File: src/rtl/dct_postfft_rot.sv
`timescale 1ns/1ps
// dct_postfft_rot
// Post-FFT rotation stage of an FFT-based DCT. Each FFT bin X[k] is rotated by
// e^(-j*pi*k/2N) and only the real part is kept:
//   y[k] = Xr*cos(pi*k/2N) + Xi*sin(pi*k/2N)
// Twiddles come from an external 2048-entry quarter-wave ROM with a one-cycle
// read. The datapath is a 3-stage pipeline with streaming valid/ready handshakes.
//
// Ports
//   clk, rst                     clock, asynchronous active-high reset
//   sink_valid/ready/sop/eop     input handshake and frame markers
//   sink_error                   upstream error code, forwarded with the sample
//   sink_real/imag               FFT bin X[k], natural order
//   fftpts_in/out                frame length N (64..2048); out is a pass-through
//   rom_addr, rom_cos/sin        twiddle ROM address and returned twiddle pair
//   source_valid/ready/sop/eop   output handshake and frame markers
//   source_error                 01 = restart sop, 10 = early eop, else sink_error
//   source_real                  DCT coefficient y[k]
module dct_postfft_rot #(
  parameter int wDataInOut = 16,
  parameter int wTw        = 16
) (
  input  logic                  clk,
  input  logic                  rst,
  input  logic                  sink_valid,
  output logic                  sink_ready,
  input  logic [1:0]            sink_error,
  input  logic                  sink_sop,
  input  logic                  sink_eop,
  input  logic [wDataInOut-1:0] sink_real,
  input  logic [wDataInOut-1:0] sink_imag,
  input  logic [11:0]           fftpts_in,
  output logic [10:0]           rom_addr,
  input  logic [wTw-1:0]        rom_cos,
  input  logic [wTw-1:0]        rom_sin,
  output logic                  source_valid,
  input  logic                  source_ready,
  output logic                  source_sop,
  output logic                  source_eop,
  output logic [1:0]            source_error,
  output logic [wDataInOut-1:0] source_real,
  output logic [11:0]           fftpts_out
);

  localparam int WM = (wDataInOut > wTw) ? wDataInOut : wTw;
  localparam int WP = 2 * WM;
  localparam logic signed [WP:0] MAXV = (WP+1)'(2**(wDataInOut-1) - 1);
  localparam logic signed [WP:0] MINV = -MAXV - (WP+1)'(1);
  localparam logic signed [WP:0] RND  = (WP+1)'(2**(wTw-2));

  localparam logic [0:0] IDLE  = 1'b0;
  localparam logic [0:0] FRAME = 1'b1;

  // Frame tracking
  logic [0:0]  state_q, state_d;
  logic [10:0] k_q, k_d;
  logic [10:0] nm1_q, nm1_d;       // N-1 latched at sop
  logic [3:0]  shift_q, shift_d;   // 11 - log2(N) latched at sop
  logic [10:0] rom_addr_q, rom_addr_d;

  // Stage 1
  logic                         s1_valid_q, s1_valid_d, s1_sop_q, s1_sop_d, s1_eop_q, s1_eop_d;
  logic [1:0]                   s1_err_q, s1_err_d;
  logic signed [wDataInOut-1:0] s1_real_q, s1_real_d, s1_imag_q, s1_imag_d;
  // Stage 2
  logic                         s2_valid_q, s2_valid_d, s2_sop_q, s2_sop_d, s2_eop_q, s2_eop_d;
  logic [1:0]                   s2_err_q, s2_err_d;
  logic signed [WP-1:0]         s2_pc_q, s2_pc_d, s2_ps_q, s2_ps_d;
  // Stage 3
  logic                         s3_valid_q, s3_valid_d, s3_sop_q, s3_sop_d, s3_eop_q, s3_eop_d;
  logic [1:0]                   s3_err_q, s3_err_d;
  logic [wDataInOut-1:0]        s3_real_q, s3_real_d;

  logic        en, accept, keep;
  logic [10:0] k_use, nm1_use, nm1_in;
  logic [3:0]  shift_use, shift_in;
  logic signed [WP-1:0] a_re, a_im, tw_c, tw_s;
  logic signed [WP:0]   sum, shifted;

  // Whole pipeline advances only when the output slot is free or being taken.
  assign en         = source_ready | ~s3_valid_q;
  assign sink_ready = en;
  assign accept     = sink_valid & en & ~rst;
  // The ROM registers its address, so the address for the incoming sample is
  // presented in the same cycle it is accepted; the twiddle then lines up with S1.
  assign rom_addr   = rom_addr_d;
  assign fftpts_out = fftpts_in;

  always_comb begin : frame_ctrl
    // NOTE: every signal gets a default first so no path leaves it unassigned;
    // an unassigned path in always_comb would infer a latch.
    state_d    = state_q;
    k_d        = k_q;
    nm1_d      = nm1_q;
    shift_d    = shift_q;
    rom_addr_d = rom_addr_q;
    s1_valid_d = s1_valid_q;
    s1_sop_d   = s1_sop_q;
    s1_eop_d   = s1_eop_q;
    s1_err_d   = s1_err_q;
    s1_real_d  = s1_real_q;
    s1_imag_d  = s1_imag_q;

    case (fftpts_in)
      12'd64:   shift_in = 4'd5;
      12'd128:  shift_in = 4'd4;
      12'd256:  shift_in = 4'd3;
      12'd512:  shift_in = 4'd2;
      12'd1024: shift_in = 4'd1;
      default:  shift_in = 4'd0;
    endcase
    nm1_in = 11'(fftpts_in - 12'd1);

    // A sop forces k=0 and takes the new frame length for this very sample.
    k_use     = sink_sop ? 11'd0   : k_q;
    nm1_use   = sink_sop ? nm1_in  : nm1_q;
    shift_use = sink_sop ? shift_in : shift_q;
    // Outside a frame only a sop opens one; anything else is dropped.
    keep      = accept & (sink_sop | (state_q == FRAME));

    if (en) begin
      s1_valid_d = keep;
      s1_sop_d   = keep & sink_sop;
      s1_eop_d   = keep & sink_eop;
      s1_real_d  = signed'(sink_real);
      s1_imag_d  = signed'(sink_imag);
      if (!keep)
        s1_err_d = 2'b00;
      else if (sink_sop && (state_q == FRAME))
        s1_err_d = 2'b01;
      else if (sink_eop && (k_use != nm1_use))
        s1_err_d = 2'b10;
      else
        s1_err_d = sink_error;
    end

    if (keep) begin
      rom_addr_d = k_use << shift_use;
      state_d    = sink_eop ? IDLE : FRAME;
      k_d        = (sink_eop || (k_use == nm1_use)) ? 11'd0 : 11'(k_use + 11'd1);
      if (sink_sop) begin
        nm1_d   = nm1_in;
        shift_d = shift_in;
      end
    end
  end

  always_comb begin : datapath
    s2_valid_d = s2_valid_q;
    s2_sop_d   = s2_sop_q;
    s2_eop_d   = s2_eop_q;
    s2_err_d   = s2_err_q;
    s2_pc_d    = s2_pc_q;
    s2_ps_d    = s2_ps_q;
    s3_valid_d = s3_valid_q;
    s3_sop_d   = s3_sop_q;
    s3_eop_d   = s3_eop_q;
    s3_err_d   = s3_err_q;
    s3_real_d  = s3_real_q;

    a_re = WP'(s1_real_q);
    a_im = WP'(s1_imag_q);
    tw_c = WP'(signed'(rom_cos));
    tw_s = WP'(signed'(rom_sin));

    // Round half-up at bit wTw-2, then drop the wTw-1 fraction bits.
    sum     = (WP+1)'(s2_pc_q) + (WP+1)'(s2_ps_q) + RND;
    shifted = sum >>> (wTw - 1);

    if (en) begin
      s2_valid_d = s1_valid_q;
      s2_sop_d   = s1_sop_q;
      s2_eop_d   = s1_eop_q;
      s2_err_d   = s1_err_q;
      s2_pc_d    = a_re * tw_c;
      s2_ps_d    = a_im * tw_s;

      s3_valid_d = s2_valid_q;
      s3_sop_d   = s2_sop_q;
      s3_eop_d   = s2_eop_q;
      s3_err_d   = s2_err_q;
      if (shifted > MAXV)
        s3_real_d = MAXV[wDataInOut-1:0];
      else if (shifted < MINV)
        s3_real_d = MINV[wDataInOut-1:0];
      else
        s3_real_d = shifted[wDataInOut-1:0];
    end
  end

  always_ff @(posedge clk or posedge rst) begin
    if (rst) begin
      state_q    <= IDLE;
      k_q        <= '0;
      nm1_q      <= '0;
      shift_q    <= '0;
      rom_addr_q <= '0;
      s1_valid_q <= 1'b0;
      s1_sop_q   <= 1'b0;
      s1_eop_q   <= 1'b0;
      s1_err_q   <= '0;
      s1_real_q  <= '0;
      s1_imag_q  <= '0;
      s2_valid_q <= 1'b0;
      s2_sop_q   <= 1'b0;
      s2_eop_q   <= 1'b0;
      s2_err_q   <= '0;
      s2_pc_q    <= '0;
      s2_ps_q    <= '0;
      s3_valid_q <= 1'b0;
      s3_sop_q   <= 1'b0;
      s3_eop_q   <= 1'b0;
      s3_err_q   <= '0;
      s3_real_q  <= '0;
    end else begin
      // NOTE: non-blocking assignments so every stage samples the previous
      // stage's value from before this edge, independent of statement order.
      state_q    <= state_d;
      k_q        <= k_d;
      nm1_q      <= nm1_d;
      shift_q    <= shift_d;
      rom_addr_q <= rom_addr_d;
      s1_valid_q <= s1_valid_d;
      s1_sop_q   <= s1_sop_d;
      s1_eop_q   <= s1_eop_d;
      s1_err_q   <= s1_err_d;
      s1_real_q  <= s1_real_d;
      s1_imag_q  <= s1_imag_d;
      s2_valid_q <= s2_valid_d;
      s2_sop_q   <= s2_sop_d;
      s2_eop_q   <= s2_eop_d;
      s2_err_q   <= s2_err_d;
      s2_pc_q    <= s2_pc_d;
      s2_ps_q    <= s2_ps_d;
      s3_valid_q <= s3_valid_d;
      s3_sop_q   <= s3_sop_d;
      s3_eop_q   <= s3_eop_d;
      s3_err_q   <= s3_err_d;
      s3_real_q  <= s3_real_d;
    end
  end

  assign source_valid = s3_valid_q;
  assign source_sop   = s3_sop_q;
  assign source_eop   = s3_eop_q;
  assign source_error = s3_err_q;
  assign source_real  = s3_real_q;

endmodule

File: config.mk
export PLATFORM = sky130hd
export DESIGN_NAME = dct_postfft_rot
export DESIGN_NICKNAME = d
export VERILOG_FILES = /design/src/rtl/dct_postfft_rot.sv
export SDC_FILE = /design/constraint.sdc
export NUM_CORES = 2
export LEC_CHECK = 0
export CAP_MARGIN = 20
export CORE_UTILIZATION = 30
export CTS_BUF_LIST = sky130_fd_sc_hd__clkbuf_16
export CTS_CLUSTER_SIZE = 28
export DETAILED_ROUTE_END_ITERATION = 10
export PLACE_DENSITY = 0.48
export SLEW_MARGIN = 20
export SYNTH_ARGS = -nofsm -noshare
export SYNTH_HDL_FRONTEND = slang
export SYNTH_SLANG_ARGS = --single-unit
File: constraint.sdc
create_clock -name clk -period 7.2 [get_ports clk]
set_input_delay 1.44 -clock clk [delete_from_list [all_inputs] [get_ports clk]]
set_output_delay 1.44 -clock clk [all_outputs]
set_load 0.05 [all_outputs]
==> impl_metrics.env <==
export IMPL_syn_avg_cell_area_sq_um=9.07
export IMPL_pre_cts_ws_ps=-758
export IMPL_fp_dieW_um=311
export IMPL_grt_overflow=0
export IMPL_row_count=113
export IMPL_start_kind="primary input"
export IMPL_async_flop_share=1.00
export IMPL_core_area_sq_um=94900
export IMPL_synth_top_area_share=0.366
export IMPL_clk_pin_slew_worst_paths_ps=70
export IMPL_synth_area_sq_um=28700
export IMPL_fin_cells=4719
export IMPL_antenna_found_initial=2
export IMPL_num_fill_cells=9835
export IMPL_dr_pass1_iters=5
export IMPL_use_met3=0.0228
export IMPL_diodes=0
export IMPL_worst_pin_slew_ps=853
export IMPL_synth_enable_flop_cells=0
export IMPL_final_max_slew_violation_count=0
export IMPL_hold_path_depth=2
export IMPL_crit_required_ps=7560
export IMPL_max_freq_mhz=144
export IMPL_synth_main_ff_cell="dfrtp_1"
export IMPL_ys_seq_area_frac=0.144
export IMPL_drive_gt1_frac=0.111
export IMPL_period_share=0.965
export IMPL_gp_congestion=0.823
export IMPL_fin_ws_ps=250
export IMPL_synth_area_top_cells="fa_1, dfrtp_1, ha_1"
export IMPL_ant_nets=0
export IMPL_clockBufferDepth=2
export IMPL_synthesis_nets=3999
export IMPL_grt_max_degree=102
export IMPL_synth_most_common_cell="inv_1"
export IMPL_worst_r2r_cell_count=21
export IMPL_worstReg2RegStart="s1_imag_q[15]"
export IMPL_clkLatencyLatePin_ps=490
export IMPL_min_period_ps=6950
export IMPL_grt_pass1_vias=22600
export IMPL_grt_busiest_layer="met2"
export IMPL_routedWlPerCell_um=15.2
export IMPL_wl_um=71800
export IMPL_chipHeight_um=311
export IMPL_port_buffers=128
export IMPL_yosys_top_cells_count="inv_1, fa_1, nand2_1"
export IMPL_fin_worst_skew_ps=11.1
export IMPL_cts_sinks=165
export IMPL_drt_iter0_drc=915
export IMPL_finalHoldViolCount=0
export IMPL_met2_usage=0.259
export IMPL_yosys_cell_types_count=82
export IMPL_grt_usage=0.155
export IMPL_critPathKind="primary input to flop"
export IMPL_path_max_fanout=8
export IMPL_worstSetupEndpointType="flop"
export IMPL_tritoncts="built"
export IMPL_start_util=0.302
export IMPL_vias=21500
export IMPL_avgViaCountPerCell=4.55
export IMPL_grt_pass1_wl_um=120000
export IMPL_worst_ep_arrival_time_ps=7310
export IMPL_r2r_end="s2_ps_q[31]"
export IMPL_cts_hold_buf=0
export IMPL_fin_nets=4277
export IMPL_yosys_warnings=0
export IMPL_r2r_slack_ps=590
export IMPL_dp_cells=4671
export IMPL_ys_ff_latch=165
export IMPL_hold_end="s2_sop_q"
export IMPL_numCtsBuffers=17
export IMPL_met1_usage=0.213
export IMPL_outcome="finished clean"
export IMPL_cts_htree_levels=4
export IMPL_synth_top_area_cell="fa_1"
export IMPL_drcViolationCount=0
export IMPL_multiInputGateArea_sq_um=21900
export IMPL_netlist_instances=3163
export IMPL_hp_class="flop to flop"
export IMPL_die_area_sq_um=96800
export IMPL_io_pins=129
export IMPL_slew_headroom=0.429
export IMPL_dp_hpwl_um=60000
export IMPL_cts_root_buf="clkbuf_16"
export IMPL_seqCellArea_sq_um=4130
export IMPL_setup_viol=0
export IMPL_area_growth_pct=18.5
export IMPL_cap_violations=0
export IMPL_min_from="s2_sop_q"
==> logic make-up after synthesis <==
logic type | after synthesis | synth area share
mux | 22 | 0.00977
buf+inv | 747 | 0.0996
compound gates | 390 | 0.0864
fa+ha+maj | 752 | 0.465
flops | 165 | 0.144
xor+xnor | 107 | 0.0327
simple gates | 980 | 0.162
==> cell type report <==
type,instances,share of cell area
clock buffers,17,0.0125
clock inverters,15,0.00383
inverters,610,0.0677
multi-input cells,2251,0.645
flip-flops and latches,165,0.121
well taps,1265,0.0466
repair buffers,396,0.103
==> state kept, by name (all words and copies together) (netlist names), 2 cells and up <==
register and cells:
s2_ps_q 32, nm1_q 11, s1_real_q 16, source_error 2, source_real 16, s1_err_q 2, s2_pc_q 32, k_q 11
s1_imag_q 16, s2_err_q 2, rom_addr_q 11, shift_q 4
==> worst max-delay path by stage <==
| stage | start | endpoint | slack, ps |
|---|---|---|---|
| after detailed placement | rom_sin[1] | s2_ps_q[31] | -760 |
| after global routing | rom_cos[1] | s2_pc_q[31] | -10 |
| final | rom_cos[1] | s2_pc_q[24] | 250 |
| after global placement | rom_sin[1] | s2_ps_q[31] | -700 |
| after floorplan | rom_sin[1] | s2_ps_q[31] | 30 |
| after CTS | rom_sin[7] | s2_ps_q[31] | 10 |
==> layout by cell type, fill, tap and decap left out, types with 10 or more instances in the layout <==
cell type / Yosys / routed
a211oi_1: 16 / 15
a21o_1: 41 / 41
a21oi_1: 111 / 101
a21oi_2: 1 / 10
a31oi_1: 12 / 11
and2_1: 243 / 241
buf_4: 12 / 248
clkbuf_16: 0 / 19
clkdlybuf4s50_1: 0 / 104
dfrtp_1: 165 / 165
dlymetal6s2s_1: 0 / 16
fa_1: 524 / 514
fa_2: 0 / 10
ha_1: 228 / 222
inv_1: 608 / 604
mux2i_1: 12 / 12
nand2_1: 494 / 490
nand2b_1: 20 / 20
nand3_1: 24 / 24
nor2_1: 99 / 99
nor3_1: 26 / 25
o21a_1: 14 / 14
o21ai_0: 92 / 89
o21ai_1: 10 / 11
or3_1: 11 / 11
xnor2_1: 70 / 70
xor2_1: 37 / 37
==> what timing repair did <==
item | CTS | global route
pin swaps | 4 | 64
endpoints found under the setup margin | 5 | 15
resized for setup | 10 | 76
buffers inserted | 0 | 12
cloned | 0 | 3
==> per-stage QoR <==
| stage | TNS, ps | utilization | hold slack [ps] | cell area [sq um] |
|---|---|---|---|---|
| floorplan | 0 | - | 430 | 28700 |
| global placement | -10250 | 0.348 | 454 | 33000 |
| detailed placement | -11270 | 0.348 | 455 | 33000 |
| CTS | 0 | 0.354 | 471 | 33600 |
| global route | -17.1 | 0.358 | 485 | 34000 |
| finish | 0 | 0.358 | 464 | 34000 |
==> critical path: stages <==
cell,delay [ps]
clkdlybuf4s50_1,450
buf_12,160
nand2_1,110
inv_2,80
fa_2,650
fa_1,480
fa_1,500
fa_1,510
fa_1,490
inv_1,50
fa_1,470
inv_1,40
ha_1,290
a21oi_2,160
nand2_1,60
or3_1,410
nor3_2,140
buf_4,150
o31ai_1,90
a21o_1,180
a21oi_1,170
xor2_1,160
o21ai_0,80
==> metal layers <==
metal  vias to the layer above  routed length, um
li1                      10300                  -
met3                        41               2420
met2                       277              35100
met4                         2                892
met1                     10900              33400
met5                         -                 13
Power is left out: the tool's default activity adds up to more than one toggle a clock period on the data nets, which glitch-free logic cannot reach.
